### src/rtl/lc4_pkg.sv
// Shared LC4 definitions: opcode constants, the NZP type and its reset value,
// and a decode helper for the always-taken control transfers.
package lc4_pkg;

    typedef logic [2:0] nzp_t;

    localparam logic [3:0] OP_BR   = 4'b0000;
    localparam logic [3:0] OP_JSR  = 4'b0100;
    localparam logic [3:0] OP_RTI  = 4'b1000;
    localparam logic [3:0] OP_JMP  = 4'b1100;
    localparam logic [3:0] OP_TRAP = 4'b1111;

    localparam nzp_t NZP_RST = 3'b010;

    function automatic logic is_uncond(input logic [3:0] opcode);
        return (opcode == OP_JSR) || (opcode == OP_JMP) ||
               (opcode == OP_RTI) || (opcode == OP_TRAP);
    endfunction

endpackage

### src/rtl/lc4_nzp_gen.sv
// Combinational NZP flag generation from a two's-complement value.
module lc4_nzp_gen
    import lc4_pkg::*;
#(
    parameter int W = 16
) (
    input  logic [W-1:0] value,
    output nzp_t         nzp
);

    logic n;
    logic z;

    assign n   = value[W-1];
    assign z   = (value == '0);
    assign nzp = {n, z, ~n & ~z};

endmodule

### src/rtl/lc4_branch_resolve.sv
// Branch resolution for the two-way LC4 pipeline: NZP register, registered
// PC redirect and wrong-path shadow. Optional counters under LC4_BR_PERF_EN.
module lc4_branch_resolve
    import lc4_pkg::*;
#(
    parameter int SHADOW_CYCLES = 1,
    parameter int PC_W          = 16
) (
    input  logic            clk,
    input  logic            rst_n,
    input  logic            gwe,
    input  logic            i_valid_a,
    input  logic            i_valid_b,
    input  logic [15:0]     i_insn_a,
    input  logic [15:0]     i_insn_b,
    input  logic [PC_W-1:0] i_alu_a,
    input  logic [PC_W-1:0] i_alu_b,
    input  logic [PC_W-1:0] i_wdata_a,
    input  logic [PC_W-1:0] i_wdata_b,
    input  logic            i_nzp_we_a,
    input  logic            i_nzp_we_b,
    output logic [2:0]      o_nzp,
    output logic            o_redirect,
    output logic [PC_W-1:0] o_target,
    output logic            o_squash_b,
`ifdef LC4_BR_PERF_EN
    output logic [15:0]     o_br_count,
    output logic [15:0]     o_br_taken,
`endif
    output logic            o_shadow
);

    logic [1:0] shadow_cnt;
    nzp_t       nzp_a;
    nzp_t       nzp_b;
    nzp_t       nzp_for_b;
    nzp_t       nzp_next;
    logic       ev_a;
    logic       ev_b;
    logic       br_a;
    logic       br_b;
    logic       cond_a;
    logic       cond_b;
    logic       taken_a;
    logic       taken_b;

    lc4_nzp_gen #(.W(PC_W)) u_nzp_a (.value(i_wdata_a), .nzp(nzp_a));
    lc4_nzp_gen #(.W(PC_W)) u_nzp_b (.value(i_wdata_b), .nzp(nzp_b));

    assign o_shadow = (shadow_cnt != 2'd0);

    // A NOP is opcode BR with an empty condition mask, so it never counts as a BR.
    assign br_a = (i_insn_a[15:12] == OP_BR) && (i_insn_a[11:9] != 3'b000);
    assign br_b = (i_insn_b[15:12] == OP_BR) && (i_insn_b[11:9] != 3'b000);

    assign ev_a = i_valid_a && !o_shadow;
    assign ev_b = i_valid_b && !o_shadow && !taken_a;

    // Pipe B sees pipe A's flag write from the same bundle.
    assign nzp_for_b = (ev_a && i_nzp_we_a) ? nzp_a : o_nzp;

    assign cond_a = br_a && |(i_insn_a[11:9] & o_nzp);
    assign cond_b = br_b && |(i_insn_b[11:9] & nzp_for_b);

    assign taken_a = ev_a && (is_uncond(i_insn_a[15:12]) || cond_a);
    assign taken_b = ev_b && (is_uncond(i_insn_b[15:12]) || cond_b);

    assign o_squash_b = o_shadow || taken_a;

    always_comb begin
        nzp_next = o_nzp;
        if (ev_b && i_nzp_we_b) begin
            nzp_next = nzp_b;
        end else if (ev_a && i_nzp_we_a) begin
            nzp_next = nzp_a;
        end
    end

    always_ff @(posedge clk) begin
        if (!rst_n) begin
            o_nzp      <= NZP_RST;
            o_redirect <= 1'b0;
            o_target   <= '0;
            shadow_cnt <= 2'd0;
        end else if (gwe) begin
            o_nzp <= nzp_next;
            if (taken_a) begin
                o_redirect <= 1'b1;
                o_target   <= i_alu_a;
            end else if (taken_b) begin
                o_redirect <= 1'b1;
                o_target   <= i_alu_b;
            end else begin
                o_redirect <= 1'b0;
            end
            if (taken_a || taken_b) begin
                shadow_cnt <= 2'(SHADOW_CYCLES);
            end else if (shadow_cnt != 2'd0) begin
                shadow_cnt <= shadow_cnt - 2'd1;
            end
        end
    end

`ifdef LC4_BR_PERF_EN
    logic        res_a;
    logic        res_b;
    logic        tkn_a;
    logic        tkn_b;
    logic [16:0] count_sum;
    logic [16:0] taken_sum;

    assign res_a = ev_a && br_a;
    assign res_b = ev_b && br_b;
    assign tkn_a = res_a && cond_a;
    assign tkn_b = res_b && cond_b;

    assign count_sum = {1'b0, o_br_count} + 17'(res_a) + 17'(res_b);
    assign taken_sum = {1'b0, o_br_taken} + 17'(tkn_a) + 17'(tkn_b);

    always_ff @(posedge clk) begin
        if (!rst_n) begin
            o_br_count <= 16'd0;
            o_br_taken <= 16'd0;
        end else if (gwe) begin
            o_br_count <= count_sum[16] ? 16'hFFFF : count_sum[15:0];
            o_br_taken <= taken_sum[16] ? 16'hFFFF : taken_sum[15:0];
        end
    end
`endif

endmodule

### config.mk
export PLATFORM = sky130hd
export DESIGN_NAME = lc4_branch_resolve
export DESIGN_NICKNAME = d
export VERILOG_FILES = /design/src/rtl/lc4_pkg.sv /design/src/rtl/lc4_nzp_gen.sv /design/src/rtl/lc4_branch_resolve.sv
export SDC_FILE = /design/constraint.sdc
export NUM_CORES = 1
export LEC_CHECK = 0
export ABC_AREA = 1
export ABC_CLOCK_PERIOD_IN_PS = 4400
export CAP_MARGIN = 20
export CORE_AREA = 2 2 61 78
export DETAILED_ROUTE_END_ITERATION = 16
export DIE_AREA = 0 0 63 80
export PLACE_DENSITY = 0.92
export SETUP_SLACK_MARGIN = 0.15
export SYNTH_ARGS = -nofsm -noshare
export SYNTH_HDL_FRONTEND = slang
export SYNTH_SLANG_ARGS = --single-unit
### constraint.sdc
create_clock -name clk -period 4.4 [get_ports clk]
set_input_delay 0.88 -clock clk [delete_from_list [all_inputs] [get_ports clk]]
set_output_delay 0.88 -clock clk [all_outputs]
set_load 0.005 [all_outputs]
### After elaboration in Yosys (flattened, before gate mapping)

Index checks and enable logic that the tools add are counted.

| word-level totals | value |
|---|---|
| flip-flop bits (word level) | 22 |
| bits in latches | 0 |
| RAM bits | 0 |
| ROM bits | 0 |
| input port bits | 103 |
| output and inout port bits | 22 |
| memories kept | 0 |

| operators by class | value |
|---|---|
| add/sub/neg operators | 1 |
| multiply operators | 0 |
| divide/modulo/power cells | 0 |
| $lt $le $gt $ge | 0 |
| eq/ne operators | 8 |
| shift operators | 0 |
| multiplexer cells | 8 |
| bitwise logic cells | 8 |
| reduce and logical (&&, ||, !) cells | 36 |

Operators by type and width:

| kind | count |
|---|---|
| $logic_not 16->1 | 2 |
| $mux 16 | 2 |
| $eq 4x4->1 const B | 6 |
| $logic_and 1x1->1 | 11 |
| $logic_or 1x1->1 | 10 |
| $eq 4x3->1 const B | 2 |
| $logic_not 4->1 | 2 |
| $and 3x3->3 | 2 |
| $mux 3 | 2 |
| $reduce_bool 2->1 | 3 |
| $reduce_bool 3->1 | 2 |
| $reduce_or 3->1 | 2 |
| $mux 2 | 2 |
| $not 1->1 | 4 |
| $reduce_and 2->1 | 2 |
| $and 1x1->1 | 2 |
| $logic_not 1->1 | 2 |
| $mux 1 | 2 |
| $sub 2x1->2 const B | 1 |

### Depth between registers and ports, before layout

| logic depth | value |
|---|---|
| word-level depth | 13 |
| depth in mapped cells | 18 |

### By module

From an unflattened synthesis, not the netlist that was laid out.

| second synthesis, totals | value |
|---|---|
| cell total of the unflattened synthesis | 244 |
| area total of the unflattened synthesis | 1447.6 um^2 |

By module, submodules not included:

| module | instances | cells each | area an instance (um^2) |
|---|---|---|---|
| lc4_branch_resolve | 1 | 208 | 1290.0 |
| lc4_nzp_gen | 2 | 18 | 78.8 |

### Least setup slack after synthesis

Ideal clock, no wire load.

| timing | value |
|---|---|
| path type | input-to-output |
| start point | input i_insn_a[13] |
| end point | output o_squash_b |
| arrival time | 1.575 ns |
| required time | 3.520 ns |
| slack | 1.945 ns |
| cell stages on the path | 6 |
| path buffers | 2 |
| cell sequence | nand3_1 a21oi_2 o211ai_2 buf_6 buf_6 nand2_1 |

| between the ends | value |
|---|---|
| word-level cells in the longest chain between the ends | 7 |
| elaborated cells on any way between the ends | 13 |

RTL lines:

| item | line | source |
|---|---|---|
| from (decl) | lc4_branch_resolve.sv:14 | `input logic [15:0] i_insn_a,` |
| $eq 4x3->1 or $eq 4x4->1 (tied branches) | lc4_pkg.sv:16 | `return (opcode == OP_JSR) \|\| (opcode == OP_JMP) \|\|` |
| $logic_or 1x1->1 (2 in series) | lc4_pkg.sv:16 |  |
| $logic_or 1x1->1 | lc4_pkg.sv:17 | `(opcode == OP_RTI) \|\| (opcode == OP_TRAP);` |
| $logic_or 1x1->1 (*) | lc4_branch_resolve.sv:65 | `assign taken_a = ev_a && (is_uncond(i_insn_a[15:12]) \|\| cond_a);` |
| $logic_and 1x1->1 (*) | lc4_branch_resolve.sv:65 |  |
| $logic_or 1x1->1 (*) | lc4_branch_resolve.sv:68 | `assign o_squash_b = o_shadow \|\| taken_a;` |
| to (decl) | lc4_branch_resolve.sv:25 | `output logic o_squash_b,` |

Every way passes the cells marked *; elsewhere a longest branch is shown, timed or not.

### Worst setup path after layout

| timing | value |
|---|---|
| start point | input i_valid_a |
| end point | output o_squash_b |

| between the ends | value |
|---|---|
| word-level cells in the longest chain between the ends | 3 |

RTL lines:

| item | line | source |
|---|---|---|
| from (decl) | lc4_branch_resolve.sv:12 | `input logic i_valid_a,` |
| $logic_and 1x1->1 | lc4_branch_resolve.sv:56 | `assign ev_a = i_valid_a && !o_shadow;` |
| $logic_and 1x1->1 | lc4_branch_resolve.sv:65 |  |
| $logic_or 1x1->1 | lc4_branch_resolve.sv:68 |  |

No other way between the ends.

==> summary.txt <==
Synthesis
  – Xor/xnor share of the synthesized area: 0%
  – Yosys cell types: 29
  – Synth warn: 0
  – Synth cell count leaders: nor2_1 (40), nand2_1 (24), dfxtp_1 (22), mux2_2 (16), nand3_1 (11)
  – Cell Area, Synth: 1430 µm²
  – Ys flop type: dfxtp_1
  – Synth area leader: dfxtp_1
  – Synth Area in Adders: 0.877%
  – Cell count after synthesis: 189
  – Top-area cell type share of the netlist area: 30.9%
  – Post-synthesis sequential area ratio: 30.9%
  – Async set-reset flop share out of synthesis: 0%
  – Largest family of logic cells by synthesized area: simple AND/OR/NAND/NOR gates
  – Compound-Gate Fraction of Synth Area: 10.9%
  – Synth Register Bits: 22
  – Number of enable flip-flop cells after synthesis: 0
  – Most common cell in the netlist: nor2_1
  – Mux contribution to synthesized area: 12.6%
  – Largest cells by area after synthesis: dfxtp_1 (31%), mux2_2 (13%), nor2_1 (11%)
  – Syn avg cell area: 7.55 µm²
  – Syn Nets: 293
  – Simple-Gate Fraction of Synth Area: 36.1%

Timing
  – Final-report hold violation count: 0
  – Fin crit period: 3.18 ns
  – RSZ-0062 raised after global routing: no
  – Final period util: 72.3%
  – Setup ws final: 1.22 ns
  – Final setup viols: 0
  – Final max-slew violation count: 0
  – Max Fclk: 314 MHz
  – WHS: 0.477 ns
  – Final clock skew: 0.00508 ns
  – Setup TNS: 0 ns
  – Worst slew pin tran: 0.635 ns
  – Slew HR: 57.6%

Detailed routing
  – Post-detailed-route via-to-cell ratio: 4.70
  – Detailed Route WL: 4340 µm
  – Post-route antenna net violation count: 0
  – Routed WL per cell: 12.3 µm
  – Residual DRC: 0
  – Routed via count: 1653
  – TritonRoute pass-1 iters: 4
  – Number of DRC markers in iteration 0: 56

Cells and area
  – Area growth syn-to-layout: 79.5%
  – Finished Layout Cells: 352
  – Final Cell Area: 2560 µm²
  – NumNets Final: 399
  – Antenna diodes: 0
  – Final core utilization: 59.7%
  – Layout cells sized above 1: 16.3%

CTS
  – Cells resized by post-CTS repair: 0
  – CTS Buf Count: 3
  – CTS tree: built
  – H-tree levels: 1
  – Root Driver: clkbuf_8
  – Longest Clk Path Bufs: 2
  – CTS clk-pin slew, worst paths: 0.07 ns
  – Cts-stage hold buffer count: 0
  – Post-CTS setup buffers: 0
  – CTS sink cnt: 22
  – Clk_lat worst skew: 0.25 ns

Critical path
  – Worst reg2reg endpoint: o_nzp[2]
  – Critical Path Source Type: primary input
  – Setup slack, reg-to-reg: 2.24 ns
  – CP Class: primary input to output port
  – R2R cell count: 13
  – Worst path arrival time: 2.30 ns
  – Crit path max fanout: 4
  – CP required: 3.52 ns
  – Critical Path Sink Type: output port
  – R2R Path Start: shadow_cnt[0]

Pwr
  – NetSw: 0.178 mW
  – Combinational share of power: 41.6%
  – Clock power frac: 22.0%
  – Maximum vdd drop: 0.176 mV
  – Leak: 1.01 nW
  – Sequential power share: 36.4%
  – Switching share of power: 28.1%
  – Final Total Pwr: 0.635 mW
  – Pint: 0.456 mW
  – Cell Pwr Density: 248 nW/µm²

Placed design
  – GPL Wtd Cong: 0.869
  – Port bufs: 106
  – Place WS: 1.21 ns
  – DP Cell Count: 348
  – DP Wirelength: 3640 µm
  – DP Area: 2500 µm²

Worst hold path
  – Min-delay src: o_redirect
  – Hold Path End: o_redirect
  – Hold crit path type: flop to flop
  – Min-Delay Path Depth: 2

Floorplan
  – Die area: 5040 µm²
  – Core area: 4290 µm²
  – Die Ht: 80 µm
  – IO Count: 125
  – Rows: 27
  – Initial Util: 33.2%
  – Die width: 63 µm

Global routing
  – Antenna violations before repair: 0
  – Vias in the first global route: 1661
  – Grt ovf: 0
  – Pin count of the biggest net entering global routing: 21
  – Total track usage: 17.5%
  – Global-route wire length before repair: 7280 µm

Job
  – Max Cap Violations: 0

Status
  – Status: complete, no violations
critical path: stages:
cell	delay [ns]
clkdlybuf4s50_1	0.50
nand2_4	0.10
a21oi_2	0.14
o211ai_2	0.10
nand2_1	0.07
clkdlybuf4s50_1	0.51
metal layers:
layer	global-route usage [%]	wire length (µm)	up-vias	part of all wire, %
met2	35.1	2380	70	55
met1	17.7	1580	741	36
met3	4.37	335	6	7.7
li1	-	-	836	-
met4	4.44	41	0	0.95
met5	0	0	-	0
power groups by stage:
stage	Clock, mW	Combinational, mW	Sequential [mW]
after global routing	0.155	0.289	0.235
after floorplan	0	0.129	0.236
after global placement	0	0.258	0.235
final	0.140	0.264	0.231
after CTS	0.144	0.267	0.231
after detailed placement	0	0.266	0.236
area by class of cell:
type / count / area [µm²]
Fill cell: 402 / 1730
Timing Repair Buffer: 107 / 1070
Multi-Input combinational cell: 147 / 862
Sequential cell: 22 / 440
Tap cell: 58 / 72.6
Inverter: 14 / 61.3
Clock buffer: 4 / 55.1
cell families after synthesis:
family,Yosys count
multiplexers,16
flip-flops,22
AO/OA/AOI/OAI,28
adder cells (fa/ha/maj),1
buffers and inverters,20
AND/OR/NAND/NOR,102
flip-flops by register name, summed over array words and instances (netlist names):
signal and flops:
o_redirect 1, o_nzp 3, shadow_cnt 2, o_target 16
worst max-delay path by stage:
stage | to | slack (ns) | cells after the start | start
after floorplan | o_squash_b | 1.95 | 6 | i_insn_a[13]
after global placement | o_squash_b | 1.26 | 6 | i_valid_a
after detailed placement | o_squash_b | 1.21 | 6 | i_valid_a
after CTS | o_squash_b | 1.20 | 6 | i_valid_a
after global routing | o_squash_b | 1.15 | 6 | i_valid_a
final | o_squash_b | 1.22 | 6 | i_valid_a
placed cells by master, fill, tap and decap left out:
cell type | netlist | layout
or2_2 | 1 | 1
buf_4 | 0 | 1
nand3_2 | 2 | 2
o21ai_0 | 10 | 10
clkinv_2 | 1 | 1
nand2_1 | 24 | 24
nand2_8 | 1 | 1
nor2_8 | 1 | 1
nand4_1 | 3 | 3
clkdlybuf4s50_1 | 0 | 106
nor4_1 | 4 | 4
inv_8 | 1 | 1
nand2_2 | 2 | 2
ha_1 | 1 | 1
nand3_1 | 11 | 11
o21ai_2 | 1 | 1
nand2_4 | 3 | 3
nor2_2 | 10 | 10
dfxtp_1 | 22 | 22
mux2_2 | 16 | 16
clkbuf_8 | 0 | 4
inv_2 | 2 | 2
inv_1 | 10 | 10
a21oi_1 | 5 | 5
o211ai_2 | 1 | 1
o21ai_1 | 10 | 10
nor2_1 | 40 | 40
a21oi_2 | 1 | 1
No activity file was read; power rests on OpenSTA's default activity.
==> variant, RTL diff (same settings) <==
The parameter `PC_W` goes from 16 to 20.
--- a/src/rtl/lc4_branch_resolve.sv
+++ b/src/rtl/lc4_branch_resolve.sv
@@ -6,3 +6,3 @@
     parameter int SHADOW_CYCLES = 1,
-    parameter int PC_W          = 16
+    parameter int PC_W          = 20
 ) (
Interface: changed (5 resized); port bits go from 125 to 145. The function was not compared with the original's and may differ.
==> variant against the original RTL <==
Final cell count grew 23%. Count of clock-buffer cells in the layout shrank 1. Sequential cell count grew 4. Wire length grew 12%. Power grew 17%. Area after synthesis grew 6.7%. Clock power grew 41%. Sequential power grew 17%. Via count grew 20%. Clock skew grew 1.2 ps. Largest cell class unchanged. Combinational power grew 5%. Final area grew 12%. Worst setup slack gained 53 ps. Core utilization grew 7.2 points.
==> variant: results (changes against the original RTL) <==
Worst Path Max Fanout=2 (was 4); Clk. pwr=197 uW (was 140 uW); post-synthesis mux area share=0% (was 12.6%); metal3 WL=575 um (was 335 um); DPL Wire Length=4.00 mm (was 3.64 mm); clock slew at reported path FFs=90 ps (was 70 ps); Worst Path Arrival=2250 ps (was 2300 ps); minimum hold slack=477 ps (about the same); clock latency on the worst-skew pair=270 ps (was 250 ps); GP Congestion=0.800 (was 0.869); register area share after synthesis=34.2% (was 30.9%); met3 Usage GRT=7.48% (was 4.37%); syn nets=375 (was 293); met2 wire len=2.52 mm (was 2.38 mm); M1 GR Usage=18.4% (was 17.7%); post-route clock period utilization=71.1% (was 72.3%); clk_skew=6.29 ps (was 5.08 ps); largest net degree at the start of global routing=26 (was 21); GRT Util Overall=19.9% (was 17.5%); Port Buffers=126 (was 106); Final #Nets=497 (was 399); Place WS=1270 ps (was 1210 ps); placed cell count=430 (was 348); wire length on met1=1.72 mm (was 1.58 mm); status=finished clean (unchanged); peak supply drop=167 uV (was 176 uV); combinational cell power=277 uW (was 264 uW); WL/cell=11.2 um (was 12.3 um); syn_area_per_cell=5.97 um^2 (was 7.55 um^2); vias in the first global route=1,911 (was 1,661); Crit path largest cell delay=490 ps (was 510 ps); Largest regs=o_target (20), o_nzp (3), shadow_cnt (2) (was o_target (16), o_nzp (3), shadow_cnt (2))
## variant: final timing paths
check | to | cells after the start
setup / recovery | o_squash_b | 6
hold / removal | o_redirect$_SDFFE_PN0P_ | 2
setup reg to reg | o_target[0]$_SDFFE_PN0P_ | 15
hold reg to reg | o_redirect$_SDFFE_PN0P_ | 2
## variant: cell type report
type | instances | area [um^2] | share of cell area [%]
clock buffer | 3 | 41.3 | 1.44
clock inverter | 1 | 30.0 | 1.05
inverter | 11 | 41.3 | 1.44
multi-input combinational | 208 | 896 | 31.2
sequential | 26 | 520 | 18.1
tap | 58 | 72.6 | 2.53
timing repair buffer | 127 | 1270 | 44.2
## variant: stage by stage
stage | util, % | area, um^2
after floorplan | - | 1520
after global placement | 65.2 | 2800
after detailed placement | 65.2 | 2800
after CTS | 66.9 | 2870
after global routing | 66.9 | 2870
final | 66.9 | 2870
## variant: tightest hold or removal path: cells and delay by family (launching register included)
kind | cells | cell delay [ps]
compound gates | 1 | 60
flops | 1 | 320
simple gates | 1 | 60
